[src/rtl/fifo_push_arbiter_pkg.sv]
// -----------------------------------------------------------------------------
// fifo_push_arbiter_pkg
// Shared definitions for the FIFO push arbiter:
//   WORD_W     - FIFO word width
//   FIFO_DEPTH - depth of the downstream FIFO
//   state_e    - arbiter FSM states
//   rr_pick    - round-robin winner search starting at a pointer
// -----------------------------------------------------------------------------
package fifo_push_arbiter_pkg;

  localparam int WORD_W     = 45;
  localparam int FIFO_DEPTH = 32;
  localparam int MAX_REQ    = 8;

  typedef enum logic [0:0] {
    IDLE = 1'b0,
    OWN  = 1'b1
  } state_e;

  // Returns the first set request bit found searching ptr, ptr+1, ...
  // modulo nreq. Requests are zero-padded to MAX_REQ bits; when no bit is
  // set the pointer itself is returned (the caller qualifies with |req).
  function automatic logic [2:0] rr_pick(input logic [7:0] req,
                                         input logic [2:0] ptr,
                                         input int         nreq);
    logic       found;
    int         pos;
    logic [2:0] idx;
    found   = 1'b0;
    rr_pick = ptr;
    for (int k = 0; k < MAX_REQ; k++) begin
      // ptr < nreq and k < nreq, so one conditional subtract is a modulo.
      pos = int'(ptr) + k;
      if (pos >= nreq) begin
        pos = pos - nreq;
      end else begin
        pos = pos;
      end
      idx = 3'(pos);
      if ((k < nreq) && !found && req[idx]) begin
        rr_pick = idx;
        found   = 1'b1;
      end else begin
        found   = found;
      end
    end
  endfunction

endpackage

[src/rtl/fifo_push_arbiter_rr_picker.sv]
// -----------------------------------------------------------------------------
// fifo_push_arbiter_rr_picker
// Purely combinational round-robin priority rotate.
// Ports:
//   req    - request vector, one bit per requester
//   ptr    - index that has highest priority this round
//   winner - first requester at or after ptr (valid when any=1)
//   any    - at least one request bit is set
// -----------------------------------------------------------------------------
module fifo_push_arbiter_rr_picker
  import fifo_push_arbiter_pkg::*;
#(
  parameter int NREQ = 4,
  parameter int IDXW = (NREQ > 1) ? $clog2(NREQ) : 1
) (
  input  logic [NREQ-1:0] req,
  input  logic [IDXW-1:0] ptr,
  output logic [IDXW-1:0] winner,
  output logic            any
);

  logic [7:0] req_pad;
  logic [2:0] ptr_pad;
  logic [2:0] pick;

  // Widen to the package function's fixed argument widths and pick.
  always_comb begin
    req_pad             = 8'h00;
    req_pad[NREQ-1:0]   = req;
    ptr_pad             = 3'(ptr);
    pick                = rr_pick(req_pad, ptr_pad, NREQ);
  end

  assign winner = IDXW'(pick);
  assign any    = |req;

endmodule

[src/rtl/fifo_push_arbiter.sv]
// -----------------------------------------------------------------------------
// fifo_push_arbiter
// Round-robin arbiter sharing one FIFO write port among NREQ producers.
// One owner is locked for up to MAXBURST words, then ownership rotates
// through a single IDLE cycle. A registered output stage drives the FIFO
// and holds its word while the FIFO reports full.
// Ports:
//   clk       - rising-edge clock
//   reset     - synchronous reset, active-low
//   pushin    - per-requester word valid
//   din       - per-requester data, requester i at [i*WIDTH +: WIDTH]
//   stopin    - per-requester backpressure (0 = word accepted if pushin=1)
//   pushout   - word valid toward the FIFO
//   dout      - word toward the FIFO
//   full      - FIFO full; a word is consumed when pushout=1 and full=0
//   owner     - current owner index (meaningful while owner_vld=1)
//   owner_vld - 1 while a requester owns the port
// -----------------------------------------------------------------------------
module fifo_push_arbiter
  import fifo_push_arbiter_pkg::*;
#(
  parameter int NREQ     = 4,
  parameter int WIDTH    = WORD_W,
  parameter int MAXBURST = 8,
  parameter int IDXW     = (NREQ > 1) ? $clog2(NREQ) : 1
) (
  input  logic                  clk,
  input  logic                  reset,
  input  logic [NREQ-1:0]       pushin,
  input  logic [NREQ*WIDTH-1:0] din,
  output logic [NREQ-1:0]       stopin,
  output logic                  pushout,
  output logic [WIDTH-1:0]      dout,
  input  logic                  full,
  output logic [IDXW-1:0]       owner,
  output logic                  owner_vld
);

  state_e           state_q, state_d;
  logic [IDXW-1:0]  owner_q, owner_d;
  logic [IDXW-1:0]  ptr_q, ptr_d;
  logic [7:0]       burst_cnt_q, burst_cnt_d;
  logic             pushout_q, pushout_d;
  logic [WIDTH-1:0] dout_q, dout_d;

  logic [WIDTH-1:0] din_arr [NREQ];
  logic [IDXW-1:0]  winner;
  logic             any_req;
  logic [IDXW-1:0]  owner_inc;
  logic             out_ready;
  logic             owner_req;
  logic             accept;
  logic             last_word;

  for (genvar g = 0; g < NREQ; g++) begin : g_din
    assign din_arr[g] = din[g*WIDTH +: WIDTH];
  end

  fifo_push_arbiter_rr_picker #(
    .NREQ (NREQ),
    .IDXW (IDXW)
  ) u_rr_picker (
    .req    (pushin),
    .ptr    (ptr_q),
    .winner (winner),
    .any    (any_req)
  );

  // The output register can take a new word when empty or being drained.
  assign out_ready = !pushout_q || !full;
  assign owner_req = pushin[owner_q];
  assign accept    = (state_q == OWN) && owner_req && out_ready;
  assign last_word = (burst_cnt_q == 8'(MAXBURST - 1));
  assign owner_inc = (owner_q == IDXW'(NREQ - 1)) ? {IDXW{1'b0}}
                                                  : owner_q + IDXW'(1);

  // Backpressure: only the owner is released, and only when the output
  // register can absorb a word this cycle.
  always_comb begin
    stopin = {NREQ{1'b1}};
    if ((state_q == OWN) && out_ready) begin
      stopin[owner_q] = 1'b0;
    end else begin
      stopin = {NREQ{1'b1}};
    end
  end

  // FSM next state, burst counter and output-stage next values.
  always_comb begin
    state_d     = state_q;
    owner_d     = owner_q;
    ptr_d       = ptr_q;
    burst_cnt_d = burst_cnt_q;
    pushout_d   = pushout_q;
    dout_d      = dout_q;

    case (state_q)
      IDLE: begin
        if (any_req) begin
          owner_d     = winner;
          burst_cnt_d = 8'd0;
          state_d     = OWN;
        end else begin
          state_d     = IDLE;
        end
      end
      OWN: begin
        if (!owner_req) begin
          // Owner dropped its request: give the next requester priority.
          state_d = IDLE;
          ptr_d   = owner_inc;
        end else if (accept) begin
          burst_cnt_d = burst_cnt_q + 8'd1;
          if (last_word) begin
            state_d = IDLE;
            ptr_d   = owner_inc;
          end else begin
            state_d = OWN;
          end
        end else begin
          // Stalled by a full FIFO: hold ownership and count.
          state_d = OWN;
        end
      end
      default: begin
        state_d = IDLE;
      end
    endcase

    // An accept overwrites the register in the same cycle the old word
    // drains, which gives one word per cycle sustained.
    if (accept) begin
      pushout_d = 1'b1;
      dout_d    = din_arr[owner_q];
    end else if (pushout_q && !full) begin
      pushout_d = 1'b0;
    end else begin
      pushout_d = pushout_q;
    end
  end

  // State and output registers with synchronous active-low reset.
  always_ff @(posedge clk) begin
    if (!reset) begin
      state_q     <= IDLE;
      owner_q     <= {IDXW{1'b0}};
      ptr_q       <= {IDXW{1'b0}};
      burst_cnt_q <= 8'd0;
      pushout_q   <= 1'b0;
      dout_q      <= {WIDTH{1'b0}};
    end else begin
      state_q     <= state_d;
      owner_q     <= owner_d;
      ptr_q       <= ptr_d;
      burst_cnt_q <= burst_cnt_d;
      pushout_q   <= pushout_d;
      dout_q      <= dout_d;
    end
  end

  assign pushout   = pushout_q;
  assign dout      = dout_q;
  assign owner     = owner_q;
  assign owner_vld = (state_q == OWN);

endmodule

[config.mk]
export PLATFORM = sky130hd
export DESIGN_NAME = fifo_push_arbiter
export DESIGN_NICKNAME = d
export VERILOG_FILES = /design/src/rtl/fifo_push_arbiter_pkg.sv /design/src/rtl/fifo_push_arbiter_rr_picker.sv /design/src/rtl/fifo_push_arbiter.sv
export SDC_FILE = /design/constraint.sdc
export NUM_CORES = 1
export LEC_CHECK = 0
export BUFFER_PORTS_ARGS = -buffer_cell sky130_fd_sc_hd__buf_2
export CAP_MARGIN = 30
export CORE_MARGIN = 8
export CORE_UTILIZATION = 43
export DETAILED_ROUTE_END_ITERATION = 8
export PLACE_DENSITY_LB_ADDON = 0.12
export SYNTH_ARGS = -nofsm -noshare
export SYNTH_HDL_FRONTEND = slang
export SYNTH_SLANG_ARGS = --single-unit
[constraint.sdc]
create_clock -name clk -period 2.15 [get_ports clk]
set_input_delay 0.215 -clock clk [delete_from_list [all_inputs] [get_ports clk]]
set_output_delay 0.215 -clock clk [all_outputs]
set_load 0.005 [all_outputs]
# Yosys cells after proc, flatten, opt, wreduce, memory -nomap -nowiden
# Cells that the tools add are included.
# W data, S select, Z words.
# totals
register_bits	59
output_inout_bits	53
wordCells	97
# classes
addsub	9
order_cmp	11
n_eq_ne	7
muxes	42
n_bitwise	3
reduce_logical	19
# ops
op	n
$ge A32 B4 Y1 const B	3
$bmux W45 S2	1
$mux W45	2
$mux W8	3
$lt A3 B4 Y1 const B	4
$mux W2	8
$pmux W8 S2	1
$mux W1	15
$bmux W1 S3	4
$mux W3	4
$sub A3 B3 Y3 const B	3
$add A8 B1 Y8 const B	1
$eq A8 B3 Y1 const B	1
$logic_and A1 B1 Y1	8
$ne A2 B1 Y1 const B	4
$add A2 B2 Y3 const B	2
$reduce_and A3 Y1	2
$logic_not A1 Y1	5
$mux W4	1
$not A4 Y4	1
$reduce_or A4 Y1	1
$add A2 B1 Y3 const B	1
$ge A2 B3 Y1 const B	1
$ge A3 B3 Y1 const B	1
other kinds (14)	14

# Longest topological paths before layout
# Gate-level depths: netlist (run 1).
# depth
depth_word	14
ltp_mapped	7

# Cells and area by module
# A second synthesis (run 1) with hierarchy kept.
# hier_totals
hier_cells	351
area_unflattened_um2	3678.5
# by_module_without_submodules
mod	instances	cells_each	area_each_um2	seq_area_each_um2
fifo_push_arbiter	1	334	3589.7	1181.1
fifo_push_arbiter_rr_picker	1	17	88.8	0.0

# Least setup slack after synthesis (run 1)
# No wires, ideal clock.
# synth_path
path_kind	register to register
from	register owner_q[0] (netlist: owner[0])
to	register dout_q[44] (netlist: dout[44])
setup_ns	0.116
arrival_time_ns	1.645
setup_slack_ns	0.388
stages_incl_launch_ff	8
path_buffers	3
period_less_slack_ns	1.762
path_cell_list	dfxtp_1 > buf_2 > mux4_2 > and2_1 > buf_6 > buf_6 > nand2_1 > a21boi_1
# synth_between
elab_chain_cells	4
# synth_rtl
element	line_no	rtl
from (decl)	fifo_push_arbiter.sv:40	logic [IDXW-1:0] owner_q, owner_d;
from (signal assigned)	fifo_push_arbiter.sv:146	owner_q <= {IDXW{1'b0}};
from (signal assigned)	fifo_push_arbiter.sv:153	owner_q <= owner_d;
$not A2 Y3 (implied by the code) / $bmux W1 S2 (equally long branches)	fifo_push_arbiter.sv:134, fifo_push_arbiter.sv:71	
$bmux W45 S2 / $mux W1 (equally long branches)	fifo_push_arbiter.sv:134, fifo_push_arbiter.sv:71	
$mux W45 (implied by the code) / $logic_and A1 B1 Y1 (equally long branches) (2 in series)	fifo_push_arbiter.sv:134, fifo_push_arbiter.sv:72	
to (signal assigned)	fifo_push_arbiter.sv:150	dout_q <= {WIDTH{1'b0}};
to (signal assigned)	fifo_push_arbiter.sv:157	dout_q <= dout_d;
to (decl)	fifo_push_arbiter.sv:44	logic [WIDTH-1:0] dout_q, dout_d;
# Several ways; a longest one is shown, not always the timed one. The select of a mux whose other input is x is not followed.
# A chain may end at the register's enable or synchronous reset.

# Final worst setup path (run 1)
# layout_path
from	register owner_q[0] (netlist: owner[0])
to	register dout_q[10] (netlist: dout[10])
# The elaborated chain is that of the path after synthesis.

==> run_results.csv, run 1 <==
group,metric,value,unit
clock_network,cts_made_buffers,9,
hold_path,hold_path.class,"input port to flip-flop",
layout,num-nets-final,776,
sta,period_minus_slack,1750,ps
routing,detail-route-antenna-nets,0,
yosys,synth-seq-area-share,32.8,%
die,row_count,33,
yosys,ys_warn_count,0,
placement,dp_hpwl,9.45,mm
yosys,ys_ff_latch,59,
critical_path,start_kind,"flip-flop",
power,pwr_density_cell,647,nW/um^2
sta,slew_headroom,69.0,%
yosys,avgSynthCellArea,10.2,um^2
layout,area.growth.synth_to_final,40.5,%
routing,drc,0,
flow_run,drv_cap,0,
die,dieWidth,107,um
critical_path,cp.arrival,1960,ps
clock_network,cts_sinks,59,
routing,num_vias,3585,
critical_path,end_kind,"flip-flop",
routing,drt_iter0_drc,145,
global_routing,grt_max_degree,53,
yosys,synth-edff-count,0,
routing,wl_per_cell,16.9,um
placement,port_buffers,239,
clock_network,post_cts_buffers,0,
clock_network,cts_buffer_depth,2,
run_status,status,"finished clean",
power,leakage,0.00230,uW
sta,hold_viol,0,
sta,timing.final.crit_share,81.3,%
global_routing,grt_pass1_wl,18.4,mm
clock_network,cts_tree,"built",
yosys,async_flop_share,0,%
die,initial_core_util,44.0,%
sta,setup_viol_count_final,0,
yosys,syn_nets,545,
clock_network,insertion_delay,330,ps
placement,placed_cells,678,
clock_network,cts_resized,0,
yosys,ys_types,33,
layout,utilization,61.9,%
global_routing,gr-total-overflow,0,
clock_network,clkTransAtPathRegs,70,ps
sta,finalSetupTns,0,ps
layout,fin_cells,695,
yosys,netlist_area,3600,um^2
die,io_pins,240,
global_routing,antenna_found_initial,1,
critical_path,cp.required,2370,ps
sta,max_freq,572,MHz
die,die_h,107,um
sta,skew,10.5,ps
sta,rsz0062_at_grt,"false",
clock_network,root_buffer,"clkbuf_8",
layout,drive_gt1_share,53.7,%
routing,drt_first_pass_iters,4,
critical_path,critPathKind,"flip-flop to flip-flop",
global_routing,grt_pass1_vias,3721,
routing,post_drt_via_cell_ratio,5.16,
sta,tightest_slew,461,ps
clock_network,cts_max_level,3,
sta,drv_slew,0,
global_routing,grt_usage,19.9,%
die,core-area,8180,um^2
sta,holdWs,191,ps
die,die_area,11600,um^2
yosys,synthCells,353,
yosys,synth_ff_type,"dfxtp_1",
placement,gp_congestion,0.853,
routing,drt_wl_total,11.8,mm
critical_path,cp_max_fo,28,
clock_network,holdBufCountCts,0,
power,ir_drop,357,uV
cells in the final DEF, fill, tap and decap left out, drive strengths merged:
cell,count
o21ai,4
and2,3
dfxtp,59
a31oi,1
nor2b,3
nor3,2
nand4,5
ha,5
o21a,1
nor4,1
xor2,6
nand2,103
clkbuf,11
o221ai,1
a21boi,48
or2,1
clkinv,3
diode,1
bufinv,2
a22oi,1
mux2i,4
mux4,46
buf,249
and3,5
nand3,6
and4,1
or3,1
a21oi,2
nor2,11
inv,3
nand2b,1
cell families after synthesis:
| group | count (synthesis) | synth area share [%] |
|---|---|---|
| compound gates | 58 | 11.7 |
| xor+xnor | 6 | 1.46 |
| buf+inv | 32 | 5.63 |
| fa+ha+maj | 5 | 1.74 |
| simple gates | 143 | 16.8 |
| mux | 50 | 29.9 |
| flops | 59 | 32.8 |
stage by stage:
step | power, uW | instance area, um^2 | worst slack (ps)
floorplan | 1820 | 3600 | 388
global placement | 2150 | 4830 | 450
detailed placement | 2170 | 4830 | 440
CTS | 3310 | 5060 | 336
global route | 3460 | 5060 | 225
finish | 3270 | 5060 | 402
where the power goes:
part	total, uW	switching [uW]	internal, uW
Combinational	900	411	489
Clock	1150	436	710
Sequential	1230	48.8	1180
Total	3270	895	2380
state kept, by name, summed over array words and instances (netlist names):
name	cells
owner_vld	1
ptr_q	2
burst_cnt_q	8
dout	45
owner	2
pushout	1
worst max-delay path: stages, from the launching register on:
cell and delay, ps:
dfxtp_4 360, mux4_2 610, and2_2 250, buf_4 230, nand2_1 100, a21boi_0 90
path summary, 6_finish.rpt:
kind,cells past startpoint,startpoint,slack (ps),endpoint
max,5,owner[0],400,dout[10]
min reg2reg,2,dout[12],450,dout[12]
min,3,full,190,pushout
max reg2reg,5,owner[0],400,dout[10]
synth_stat cells (all sizes together), types with 2 or more instances:
library cell | number | area share (%)
nand2 | 103 | 11
dfxtp | 59 | 33
a21boi | 48 | 10
mux4 | 46 | 29
buf | 21 | 4.5
nor2 | 11 | 1.1
clkbuf | 8 | 0.83
nand3 | 6 | 0.83
xor2 | 6 | 1.5
and3 | 5 | 0.87
ha | 5 | 1.7
nand4 | 5 | 0.87
mux2i | 4 | 1.1
o21ai | 4 | 0.56
and2 | 3 | 0.52
inv | 3 | 0.31
nor2b | 3 | 0.52
a21oi | 2 | 0.28
nor3 | 2 | 0.28
routing by layer:
metal	up-vias	routed length, um	global-route usage [%]
met3	12	1080	6.59
met5	-	0	0
met1	1692	4570	22.0
met4	0	144	6.54
li1	1736	-	-
met2	145	5970	34.8
layout make-up:
class / count / area (um^2)
diodes: 1 / 2.50
clock buffers: 11 / 151
clock inverters: 5 / 75.1
fillers: 765 / 3120
inverters: 3 / 11.3
multi-input cells: 262 / 2220
flip-flops and latches: 59 / 1190
well taps: 105 / 131
repair buffers: 249 / 1280
No activity file was read; power rests on OpenSTA's default activity.
==> inputs of run 2 (changes only) <==
--- a/config.mk
+++ b/config.mk
@@ -5,10 +5,11 @@
 export SDC_FILE = /design/constraint.sdc
 export NUM_CORES = 1
 export LEC_CHECK = 0
+export ABC_AREA = 1
 export BUFFER_PORTS_ARGS = -buffer_cell sky130_fd_sc_hd__buf_2
 export CAP_MARGIN = 30
 export CORE_MARGIN = 8
-export CORE_UTILIZATION = 43
+export CORE_UTILIZATION = 44
 export DETAILED_ROUTE_END_ITERATION = 8
 export PLACE_DENSITY_LB_ADDON = 0.12
 export SYNTH_ARGS = -nofsm -noshare
==> constraint.sdc (replaced) <==
create_clock -name clk -period 1.65 [get_ports clk]
set_input_delay 0.165 -clock clk [delete_from_list [all_inputs] [get_ports clk]]
set_output_delay 0.165 -clock clk [all_outputs]
set_load 0.005 [all_outputs]
==> run_results.csv, run 2 <==
group,metric,value,unit
routing,drc,0,
hold_path,holdPathEnd,"ptr_q[1]",
power,leakage,0.00259,uW
critical_path,slowest_delay,340,ps
layout,drive_gt1_share,38.3,%
critical_path,crit_slowest_cell,"dfxtp_1",
global_routing,grt_usage,23.8,%
global_routing,antenna_found_initial,0,
yosys,ys_ff_latch,59,
sta,period_minus_slack,1560,ps
sta,skew,3.94,ps
routing,drt_wl_total,14.8,mm
sta,timing.final.crit_share,94.3,%
hold_path,holdPathStages,3,
clock_network,cts_max_level,3,
global_routing,grt_max_degree,66,
global_routing,grt_pass1_vias,5119,
die,dieWidth,110,um
routing,post_drt_via_cell_ratio,5.34,
layout,diodes,0,
yosys,synth-edff-count,0,
sta,hold_viol,0,
clock_network,clkTransAtPathRegs,70,ps
routing,wl_per_cell,15.6,um
clock_network,cts_buffer_depth,2,
yosys,synth_ff_type,"dfxtp_1",
placement,port_buffers,239,
die,die_area,12100,um^2
yosys,synthCells,613,
layout,fin_cells,948,
flow_run,drv_cap,0,
placement,placed_cells,932,
layout,final_cell_mix,"buf_2 (239), nand2_1 (150), nor2_1 (101)",
critical_path,cp.arrival,1390,ps
yosys,netlist.top_cell.by_area,"dfxtp_1",
layout,num-nets-final,1027,
clock_network,insertion_delay,340,ps
clock_network,holdBufCountCts,0,
die,die_h,110,um
placement,place_ws,182,ps
critical_path,cp.required,1480,ps
yosys,synth.most_common_cell,"nand2_1",
die,io_pins,240,
critical_path,reg2reg_depth,6,
critical_path,reg2reg_to,"dout[33]",
clock_network,cts_made_buffers,9,
sta,setup_viol_count_final,0,
clock_network,root_buffer,"clkbuf_8",
hold_path,min_from,"reset",
global_routing,gr-total-overflow,0,
layout,utilization,62.5,%
sta,tightest_slew,451,ps
critical_path,start_kind,"flip-flop",
placement,dp_hpwl,11.7,mm
clock_network,cts_tree,"built",
clock_network,post_cts_buffers,0,
routing,drt_first_pass_iters,7,
routing,num_vias,5065,
yosys,async_flop_share,0,%
routing,met1_length,5.86,mm
yosys,synth_top_area_share,30.3,%
placement,gp_congestion,0.852,
power,ir_drop,530,uV
layout,final.fill_count,846,
layout,largest_reg_flops,45,
clock_network,cts_resized,1,
run_status,status,"finished clean",
sta,drv_slew,0,
routing,drt_iter0_drc,222,
die,row_count,34,
critical_path,cp_max_fo,33,
critical_path,crit_chain,"inv_1 -> buf_12 -> ha_1 -> nand2_1 -> buf_2",
global_routing,grt_pass1_wl,23.2,mm
critical_path,critPathKind,"flip-flop to output pin",
yosys,netlist_area,3890,um^2
yosys,avgSynthCellArea,6.35,um^2
critical_path,end_kind,"output pin",
routing,detail-route-antenna-nets,0,
yosys,synth_common_cells,"nand2_1 (150), nor2_1 (102), o21ai_0 (95), dfxtp_1 (59), o22ai_1 (45)",
critical_path,r2r_slack,140,ps
routing,top_layer,"met4",
routing,wl_met3,1.22,mm
yosys,synth.area.top_cells,"dfxtp_1 (30%), nand2_1 (14%), o21ai_0 (12%), nor2_1 (9.8%), o22ai_1 (7.2%)",
yosys,ys_warn_count,0,
yosys,synth-seq-area-share,30.3,%
layout,mostFrequentLayoutCell,"buf_2",
layout,area.growth.synth_to_final,38.6,%
critical_path,worstReg2RegStart,"owner[0]",
sta,max_freq,643,MHz
yosys,ys_types,24,
die,initial_core_util,45.1,%
power,pwr_density_cell,1210,nW/um^2
sta,layout_setup_ws,94.2,ps
clock_network,cts_sinks,59,
die,core-area,8640,um^2
yosys,syn_nets,805,
hold_path,hold_path.class,"input port to flip-flop",
routing,wl_met2,7.36,mm
sta,slew_headroom,69.9,%
-- run 2: kinds of logic (layout without fill, tap and decap cells) --
family / Yosys count / after routing / synth area share (%)
xor gates and xnor gates: 4 / 4 / 0.900
adders and majority gates: 5 / 5 / 1.61
AOI/OAI and AO/OA: 198 / 198 / 29.6
buffers and inverters: 63 / 290 / 8.49
and+or+nand+nor: 284 / 284 / 29.1
DFF: 59 / 59 / 30.3
-- run 2: per-layer routing --
metal | GRT usage [%] | vias up
li1 | - | 2497
met1 | 26.3 | 2333
met2 | 42.0 | 208
met3 | 8.20 | 27
met4 | 7.23 | 0
met5 | 0 | -
-- run 2: worst max path at each step --
stage	startpoint	end	slack, ps	cells after the start
global route	owner[1]	stopin[0]	-20	5
CTS	owner[0]	stopin[3]	20	4
floorplan	owner[0]	ptr_q[1]	100	7
global placement	burst_cnt_q[0]	ptr_q[0]	240	8
finish	owner[1]	stopin[0]	90	5
detailed placement	burst_cnt_q[0]	ptr_q[0]	180	8
-- run 2: layout make-up --
class	instances	area, um^2	share of cell area [%]
multi-input combinational	491	2390	44.2
sequential	59	1180	21.9
timing repair buffer	257	1400	25.9
tap	108	135	2.51
inverter	17	63.8	1.18
clock buffer	12	155	2.88
clock inverter	4	72.6	1.35
-- run 2: critical path, delay by kind of cell (launching register included) --
family,cells,cell delay (ps)
buffers and inverters,3,490
DFF,1,340
adders and majority gates,1,170
and+or+nand+nor,1,50
-- run 2: where the power goes --
part / internal (uW) / switching (uW)
logic: 1250 / 1940
registers: 1680 / 157
clock network: 931 / 570
total: 3860 / 2660
-- run 2: metrics by stage --
stage                     total power [uW]  area, um^2  setup TNS, ps  hold WS, ps
after floorplan                       4000        3890              0          303
after global placement                4930        5140              0          450
after detailed placement              5010        5140              0          455
after CTS                             6520        5380              0          117
after global routing                  7030        5390          -37.4          124
final                                 6520        5390              0          128
